`config.mk`:
```
export PLATFORM = sky130hd
export DESIGN_NAME = switch_input_port
export DESIGN_NICKNAME = d
export VERILOG_FILES = /design/src/rtl/switch_input_port_pkg.sv /design/src/rtl/switch_input_port_btn_debouncer.sv /design/src/rtl/switch_input_port.sv
export SDC_FILE = /design/constraint.sdc
export NUM_CORES = 1
export LEC_CHECK = 0
export ABC_AREA = 1
export ABC_CLOCK_PERIOD_IN_PS = 1960
export CAP_MARGIN = 10
export CORE_ASPECT_RATIO = 0.9
export CORE_MARGIN = 1.5
export CORE_UTILIZATION = 45
export CTS_BUF_LIST = sky130_fd_sc_hd__clkbuf_8
export CTS_CLUSTER_SIZE = 16
export DETAILED_ROUTE_END_ITERATION = 8
export PLACE_DENSITY = 0.7
export SYNTH_ARGS = -nofsm -noshare
export SYNTH_HDL_FRONTEND = slang
export SYNTH_SLANG_ARGS = --single-unit
export TNS_END_PERCENT = 30
```
`constraint.sdc`:
```
create_clock -name clk -period 1.96 [get_ports clk]
set_input_delay 0.196 -clock clk [delete_from_list [all_inputs] [get_ports clk]]
set_output_delay 0.196 -clock clk [all_outputs]
set_load 0.05 [all_outputs]
```
`src/rtl/switch_input_port_pkg.sv`:
```
// Shared constants for the switch input port.
// State encodings double as the LED status value.
package switch_input_port_pkg;

    localparam int DEBOUNCE_CYCLES_DEFAULT = 500000;

    localparam logic [1:0] LOAD_LO = 2'd0;
    localparam logic [1:0] LOAD_HI = 2'd1;
    localparam logic [1:0] HOLD    = 2'd2;

endpackage

```
`src/rtl/switch_input_port_btn_debouncer.sv`:
```
// Button synchroniser, debounce counter and press detector.
// Emits a one-cycle registered pulse on each accepted rising level.
module btn_debouncer
    import switch_input_port_pkg::*;
#(
    parameter int DEBOUNCE_CYCLES = DEBOUNCE_CYCLES_DEFAULT
) (
    input  logic clk,
    input  logic reset,
    input  logic btn,
    output logic press
);

    localparam int CW = $clog2(DEBOUNCE_CYCLES) + 1;
    localparam logic [CW-1:0] LAST = CW'(DEBOUNCE_CYCLES - 1);

    logic          sync1;
    logic          sync2;
    logic          level;
    logic [CW-1:0] cnt;
    logic          differ;
    logic          accept;

    assign differ = sync2 != level;
    assign accept = differ && (cnt == LAST);

    always_ff @(posedge clk) begin
        if (reset) begin
            sync1 <= 1'b0;
            sync2 <= 1'b0;
            level <= 1'b0;
            cnt   <= '0;
            press <= 1'b0;
        end else begin
            sync1 <= btn;
            sync2 <= sync1;
            // Only an accepted 0->1 change of the stable level is a press.
            press <= accept && sync2;
            if (!differ || accept) begin
                cnt <= '0;
            end else begin
                cnt <= cnt + 1'b1;
            end
            if (accept) begin
                level <= sync2;
            end
        end
    end

endmodule

```
`src/rtl/switch_input_port.sv`:
```
// Assembles a 32-bit word from two switch loads and holds it
// for the processor until the IN handshake completes.
module switch_input_port
    import switch_input_port_pkg::*;
#(
    parameter int DEBOUNCE_CYCLES = DEBOUNCE_CYCLES_DEFAULT
) (
    input  logic        clk,
    input  logic        reset,
    input  logic [15:0] sw,
    input  logic        btn,
    input  logic        in_ready,
    output logic        in_valid,
    output logic [31:0] in_data,
    output logic [1:0]  status
);

    logic       press;
    logic [1:0] state;

    btn_debouncer #(
        .DEBOUNCE_CYCLES(DEBOUNCE_CYCLES)
    ) u_deb (
        .clk  (clk),
        .reset(reset),
        .btn  (btn),
        .press(press)
    );

    assign status = state;

    always_ff @(posedge clk) begin
        if (reset) begin
            state    <= LOAD_LO;
            in_valid <= 1'b0;
            in_data  <= '0;
        end else begin
            unique case (1'b1)
                (state == LOAD_LO): begin
                    if (press) begin
                        in_data[15:0] <= sw;
                        state         <= LOAD_HI;
                    end
                end
                (state == LOAD_HI): begin
                    if (press) begin
                        in_data[31:16] <= sw;
                        state          <= HOLD;
                        in_valid       <= 1'b1;
                    end
                end
                // Presses here are dropped, even on the handshake cycle.
                (state == HOLD): begin
                    if (in_ready) begin
                        in_valid <= 1'b0;
                        state    <= LOAD_LO;
                    end
                end
                default: begin
                    state    <= LOAD_LO;
                    in_valid <= 1'b0;
                end
            endcase
        end
    end

endmodule
```
==> insert_results.sql, run 1 <==
INSERT INTO impl_metrics (metric_group, metric, value, unit) VALUES
('power_and_ir_drop', 'irDropWorstVdd', '521.8', 'uV'),
('yosys', 'yosys.cell_types.count', '28', ''),
('floorplanning', 'floorplan.die.width', '82.06', 'um'),
('final_layout', 'area_growth', '30.45', '%'),
('global_routing', 'grt_max_degree', '35', ''),
('power_and_ir_drop', 'total_switching_power', '0.4617', 'mW'),
('timing', 'timing.final.setup_violations', '0', ''),
('worst_setup_path', 'path_cells', 'clkdlybuf4s50_1', ''),
('power_and_ir_drop', 'power.static_leakage', '1.075', 'nW'),
('global_routing', 'grt_overflow_total', '0', ''),
('final_layout', 'nFillCells', '504', ''),
('route', 'antenna_left', '0', ''),
('final_layout', 'finalInstanceArea', '3302', 'um2'),
('worst_setup_path', 'crit_required', '1.76', 'ns'),
('final_layout', 'layout.nets', '408', ''),
('clocking', 'cts_made_buffers', '9', ''),
('placed_design', 'place_hpwl', '3987', 'um'),
('final_layout', 'finished_core_util', '0.6173', ''),
('yosys', 'synth.avg_cell_area', '7.647', 'um2'),
('route', 'drt_drc_violations_left', '0', ''),
('power_and_ir_drop', 'relative_contribution_of_the_clock_network_to_total_power', '0.454', ''),
('clocking', 'cts-hold-fix-buffers', '0', ''),
('clocking', 'worst_setup_hold_path_clk_slew', '0.06', 'ns'),
('power_and_ir_drop', 'switching_share', '0.1969', ''),
('worst_setup_path', 'beginning_of_the_worst_register_to_register_path', 'u_deb.cnt[0]', ''),
('worst_setup_path', 'start_kind', 'flip-flop', ''),
('worst_setup_path', 'crit_slowest_cell', 'sky130_fd_sc_hd__clkdlybuf4s50_1', ''),
('timing', 'total_negative_slack', '0', 'ns'),
('worst_setup_path', 'cpLargestDelayFamily', 'buffers and inverters', ''),
('yosys', 'synth.yosys.seq_area_share', '0.4666', ''),
('route', 'avgRoutedWirePerCell', '11.66', 'um'),
('placed_design', 'dpl.cell_count', '443', ''),
('timing', 'hold_violations', '0', ''),
('final_layout', 'share_of_final_layout_standard_cells_stronger_than_drive_strength_1', '0.1304', ''),
('route', 'firstDrtPassIters', '4', ''),
('yosys', 'netlist_instances', '331', ''),
('job', 'maxCapViolations', '0', ''),
('timing', 'finalCriticalPeriod', '1.749', 'ns'),
('route', 'total_detailed_routing_wirelength', '5340', 'um'),
('worst_setup_path', 'worst_setup_path_startpoint', 'status[0]', ''),
('power_and_ir_drop', 'p_seq_frac', '0.513', ''),
('worst_setup_path', 'crit_path_max_fanout', '5', ''),
('min_path', 'hp-start', 'u_deb.sync1', ''),
('route', 'viasPerCell', '4.723', ''),
('clocking', 'post-cts-setup-buffers', '0', ''),
('global_routing', 'number_of_antenna_violations_at_the_first_check_in_global_routing', '0', ''),
('route', 'via_count', '2163', ''),
('clocking', 'root_buffer', 'sky130_fd_sc_hd__clkbuf_8', ''),
('clocking', 'max-clock-path-buffers', '2', ''),
('yosys', 'number_of_storage_elements_in_the_synthesis_netlist', '59', ''),
('worst_setup_path', 'cp.arrival', '1.55', 'ns'),
('placed_design', 'placement.cell_area', '3108', 'um2'),
('floorplanning', 'core_area', '5349', 'um2'),
('floorplanning', 'ios', '55', ''),
('worst_setup_path', 'timing_worst_setup_path_type', 'flip-flop to output port', ''),
('clocking', 'cts_tree', 'yes', ''),
('final_layout', 'most_common_library_cell_in_the_layout_ignoring_fill_and_taps', 'sky130_fd_sc_hd__nor2_1', ''),
('final_layout', 'commonest_cells_after_routing_fill_and_taps_aside', '62 x sky130_fd_sc_hd__nor2_1, 59 x sky130_fd_sc_hd__dfxtp_1, 54 x sky130_fd_sc_hd__clkdlybuf4s50_1, 40 x sky130_fd_sc_hd__nand2_1, 36 x sky130_fd_sc_hd__inv_1', ''),
('timing', 'worst_pin_slew', '0.5277', 'ns'),
('clocking', 'post_cts_resize_count', '0', ''),
('timing', 'slew-limit-headroom', '0.6471', ''),
('power_and_ir_drop', 'power.combinational.fraction', '0.033', ''),
('placed_design', 'count_of_input_and_output_buffers', '54', ''),
('worst_setup_path', 'critical_path.max_stage_delay', '0.85', 'ns'),
('final_layout', 'final-instance-count-excl-fill', '458', ''),
('outcome', 'status', 'finished clean', ''),
('route', 'drt_iter0_drc', '70', ''),
('timing', 'rsz_0062_raised_after_global_routing', 'no', ''),
('timing', 'clock_skew', '0.008281', 'ns'),
('global_routing', 'first_global_vias', '1952', ''),
('clocking', 'htree_levels', '3', '');
## final cells by class
| type | count | area (um2) | area share |
|---|---|---|---|
| flip-flops and latches | 59 | 1181 | 0.3577 |
| clock inverters | 4 | 42.54 | 0.01288 |
| multi-input cells | 222 | 1141 | 0.3456 |
| repair buffers | 56 | 555.5 | 0.1682 |
| inverters | 39 | 146.4 | 0.04433 |
| well taps | 67 | 83.83 | 0.02539 |
| clock buffers | 11 | 151.4 | 0.04585 |
## synth_stat cells (all sizes together)
master | count | area (um2)
nand4 | 6 | 37.54
or2 | 3 | 18.78
nor2 | 76 | 345.3
ha | 1 | 12.51
dfxtp | 59 | 1181
inv | 39 | 146.4
clkbuf | 6 | 22.52
buf | 5 | 40.04
nor3 | 2 | 10.01
xor2 | 8 | 70.07
nand3 | 13 | 75.07
o21ai | 33 | 165.2
o21bai | 2 | 15.01
a21oi | 27 | 165.2
xnor2 | 1 | 8.760
nand3b | 4 | 30.03
nand2 | 46 | 187.7
## state kept, by name, indices dropped and copies added, names as in the netlist
name,count
u_deb.press,1
status,2
in_data,32
u_deb.sync2,1
u_deb.sync1,1
u_deb.level,1
u_deb.cnt,20
in_valid,1
## worst min-delay path: stages (launching register included)
cell	delay (ns)
sky130_fd_sc_hd__dfxtp_1	0.29
sky130_fd_sc_hd__inv_1	0.04
sky130_fd_sc_hd__nor2_1	0.03
## final timing paths
kind | slack [ns] | endpoint | depth (start not counted)
worst max-delay path | 0.21 | status[0] | 1
worst min-delay path | 0.40 | u_deb.sync2 | 2
worst max register to register | 0.38 | u_deb.cnt[18] | 6
worst min register to register | 0.40 | u_deb.sync2 | 2
## cell families after synthesis
family,synth area share
flops,0.4666
compound gates,0.1364
buf+inv,0.08255
simple gates,0.2783
xor+xnor,0.03114
fa+ha+maj,0.004942
## power groups by stage
stage / Clock (mW) / Sequential [mW] / Combinational (mW)
5_1_grt: 1.13 / 1.20 / 0.0875
6_report: 1.06 / 1.20 / 0.0783
4_1_cts: 1.09 / 1.20 / 0.0788
3_5_place_dp: 0 / 1.23 / 0.0783
2_1_floorplan: 0 / 1.23 / 0.0330
3_3_place_gp: 0 / 1.23 / 0.0779
## layer usage
| metal | vias up | track usage | part of all wire |
|---|---|---|---|
| met5 | - | 0 | 0 |
| met4 | 0 | 0.08098 | 0.021 |
| met3 | 10 | 0.06012 | 0.056 |
| met2 | 48 | 0.3015 | 0.44 |
| met1 | 943 | 0.2430 | 0.48 |
| li1 | 1162 | - | - |
## per-stage QoR
stage | total power, mW | worst slack (ns)
2_1_floorplan | 1.262 | 0.5218
3_3_place_gp | 1.307 | 0.4210
3_5_place_dp | 1.308 | 0.3505
4_1_cts | 2.371 | 0.1921
5_1_grt | 2.421 | 0.1631
6_report | 2.345 | 0.2113
(Power assumes the default switching activity.)
==> run 2, diff against run 1 <==
==> constraint.sdc (replaced) <==
create_clock -name clk -period 1.96 [get_ports clk]
set_input_delay 0.392 -clock clk [delete_from_list [all_inputs] [get_ports clk]]
set_output_delay 0.392 -clock clk [all_outputs]
set_load 0.05 [all_outputs]
==> insert_results.sql, run 2 (synthesis gave the netlist of run 1 again) <==
INSERT INTO impl_metrics (metric_group, metric, value, unit) VALUES
('worst_setup_path', 'r2r_slack', '0.31', 'ns'),
('timing', 'timing.final.setup_violations', '0', ''),
('clocking', 'cts-hold-fix-buffers', '0', ''),
('placed_design', 'globalplace.congestion', '0.8466', ''),
('clocking', 'cts_sinks', '59', ''),
('global_routing', 'first_global_vias', '1934', ''),
('final_layout', 'max_reg_flops', '32', ''),
('worst_setup_path', 'critical_path.max_stage_delay', '0.81', 'ns'),
('timing', 'total_negative_slack', '0', 'ns'),
('worst_setup_path', 'timing_worst_setup_path_type', 'flip-flop to output port', ''),
('floorplanning', 'die_h', '74.15', 'um'),
('global_routing', 'gr_usage_total', '0.1992', ''),
('worst_setup_path', 'start_kind', 'flip-flop', ''),
('floorplanning', 'floorplan.die.width', '82.06', 'um'),
('route', 'viasPerCell', '4.823', ''),
('final_layout', 'sequential_cell_area', '1181', 'um2'),
('final_layout', 'max_flop_register', 'in_data', ''),
('timing', 'maxSlewViolCount', '0', ''),
('floorplanning', 'die_area', '6084', 'um2'),
('final_layout', 'multi_input_area', '1141', 'um2'),
('final_layout', 'layout.nets', '408', ''),
('timing', 'worst_pin_slew', '0.7818', 'ns'),
('floorplanning', 'initial_utilization', '0.4732', ''),
('timing', 'finalHoldWorstSlack', '0.3979', 'ns'),
('worst_setup_path', 'cp.arrival', '1.49', 'ns'),
('final_layout', 'most_common_library_cell_in_the_layout_ignoring_fill_and_taps', 'sky130_fd_sc_hd__nor2_1', ''),
('worst_setup_path', 'crit_path_max_fanout', '2', ''),
('worst_setup_path', 'cpLargestDelayFamily', 'buffers and inverters', ''),
('placed_design', 'count_of_input_and_output_buffers', '54', ''),
('clocking', 'root_buffer', 'sky130_fd_sc_hd__clkbuf_8', ''),
('global_routing', 'grt_overflow_total', '0', ''),
('worst_setup_path', 'timing.critical_path.to_type', 'output port', ''),
('power_and_ir_drop', 'pwr_density_cell', '774.5', 'nW/um2'),
('route', 'total_detailed_routing_wirelength', '5613', 'um'),
('timing', 'clock_skew', '0.007529', 'ns'),
('timing', 'hold_violations', '0', ''),
('floorplanning', 'core_area', '5349', 'um2'),
('job', 'maxCapViolations', '0', ''),
('timing', 'min_period_over_period', '0.9585', ''),
('final_layout', 'diodes', '0', ''),
('global_routing', 'grt_max_degree', '35', ''),
('clocking', 'htree_levels', '3', ''),
('global_routing', 'number_of_antenna_violations_at_the_first_check_in_global_routing', '0', ''),
('final_layout', 'area_growth', '31.83', '%'),
('route', 'drt_drc_violations_left', '0', ''),
('floorplanning', 'ios', '55', ''),
('clocking', 'clkLatencyLatePin', '0.33', 'ns'),
('worst_setup_path', 'crit_slowest_cell', 'sky130_fd_sc_hd__clkdlybuf4s50_1', ''),
('clocking', 'cts_made_buffers', '9', ''),
('route', 'drt_iter0_drc', '112', ''),
('clocking', 'cts_tree', 'yes', ''),
('placed_design', 'place_hpwl', '3895', 'um'),
('final_layout', 'nFillCells', '471', ''),
('clocking', 'worst_setup_hold_path_clk_slew', '0.06', 'ns'),
('route', 'via_count', '2209', ''),
('power_and_ir_drop', 'irDropWorstVdd', '491.7', 'uV'),
('final_layout', 'share_of_final_layout_standard_cells_stronger_than_drive_strength_1', '0.1381', ''),
('worst_setup_path', 'crit_required', '1.57', 'ns'),
('route', 'antenna_left', '0', ''),
('timing', 'rsz_0062_raised_after_global_routing', 'no', ''),
('min_path', 'min_delay_path_class', 'flip-flop to flip-flop', ''),
('worst_setup_path', 'cp_num_buf_inv', '1', ''),
('route', 'avgRoutedWirePerCell', '12.26', 'um'),
('global_routing', 'grt_pass1_wl', '9018', 'um'),
('timing', 'finalCriticalPeriod', '1.879', 'ns'),
('clocking', 'max-clock-path-buffers', '2', ''),
('worst_setup_path', 'path_cells', 'clkdlybuf4s50_1', ''),
('clocking', 'post-cts-setup-buffers', '0', ''),
('floorplanning', 'rows', '25', ''),
('route', 'firstDrtPassIters', '4', ''),
('timing', 'max_freq', '532.3', 'MHz'),
('final_layout', 'commonest_cells_after_routing_fill_and_taps_aside', '62 x sky130_fd_sc_hd__nor2_1, 59 x sky130_fd_sc_hd__dfxtp_1, 52 x sky130_fd_sc_hd__clkdlybuf4s50_1, 40 x sky130_fd_sc_hd__nand2_1, 34 x sky130_fd_sc_hd__inv_1', ''),
('timing', 'slew-limit-headroom', '0.4782', ''),
('outcome', 'status', 'finished clean', ''),
('power_and_ir_drop', 'power.static_leakage', '1.107', 'nW'),
('clocking', 'post_cts_resize_count', '0', '');
==> run 2: final cells by class <==
cell class	instances	share of cell area
Timing Repair Buffer	56	0.1665
Tap cell	67	0.02512
Multi-Input combinational cell	222	0.3420
Clock buffer	9	0.03712
Sequential cell	59	0.3540
Inverter	39	0.04387
Clock inverter	6	0.03150
==> run 2: worst paths after layout <==
| path | endpoint | start | cells after the start |
|---|---|---|---|
| worst max-delay path | in_data[18] | in_data[18] | 1 |
| worst min-delay path | u_deb.sync2 | u_deb.sync1 | 2 |
| worst max register to register | u_deb.cnt[18] | u_deb.cnt[0] | 6 |
| worst min register to register | u_deb.sync2 | u_deb.sync1 | 2 |
==> run 2: per-layer routing <==
layer,GRT usage,share of wire
met1,0.2748,0.51
met2,0.2842,0.41
met3,0.04540,0.058
met4,0.1168,0.021
met5,0,0
==> run 2: per-stage QoR <==
step           worst slack (ns)  power, mW  utilization  area [um2]  cells
4_1_cts                 0.04488      2.598       0.6234        3334    458
3_3_place_gp            0.09646      1.308       0.5806        3105    443
3_5_place_dp            0.05370      1.308       0.5806        3105    443
2_1_floorplan            0.5218      1.262            -        2531    331
5_1_grt                 0.02071      2.664       0.6239        3337    458
6_report                0.08139      2.585       0.6239        3337    458
==> run 2: where the power goes <==
group	leakage (nW)	internal (mW)	switching [mW]
sequential	0.475	1.20	0.000968
clock	0.119	0.830	0.473
combinational	0.513	0.0438	0.0353
total	1.11	2.08	0.509
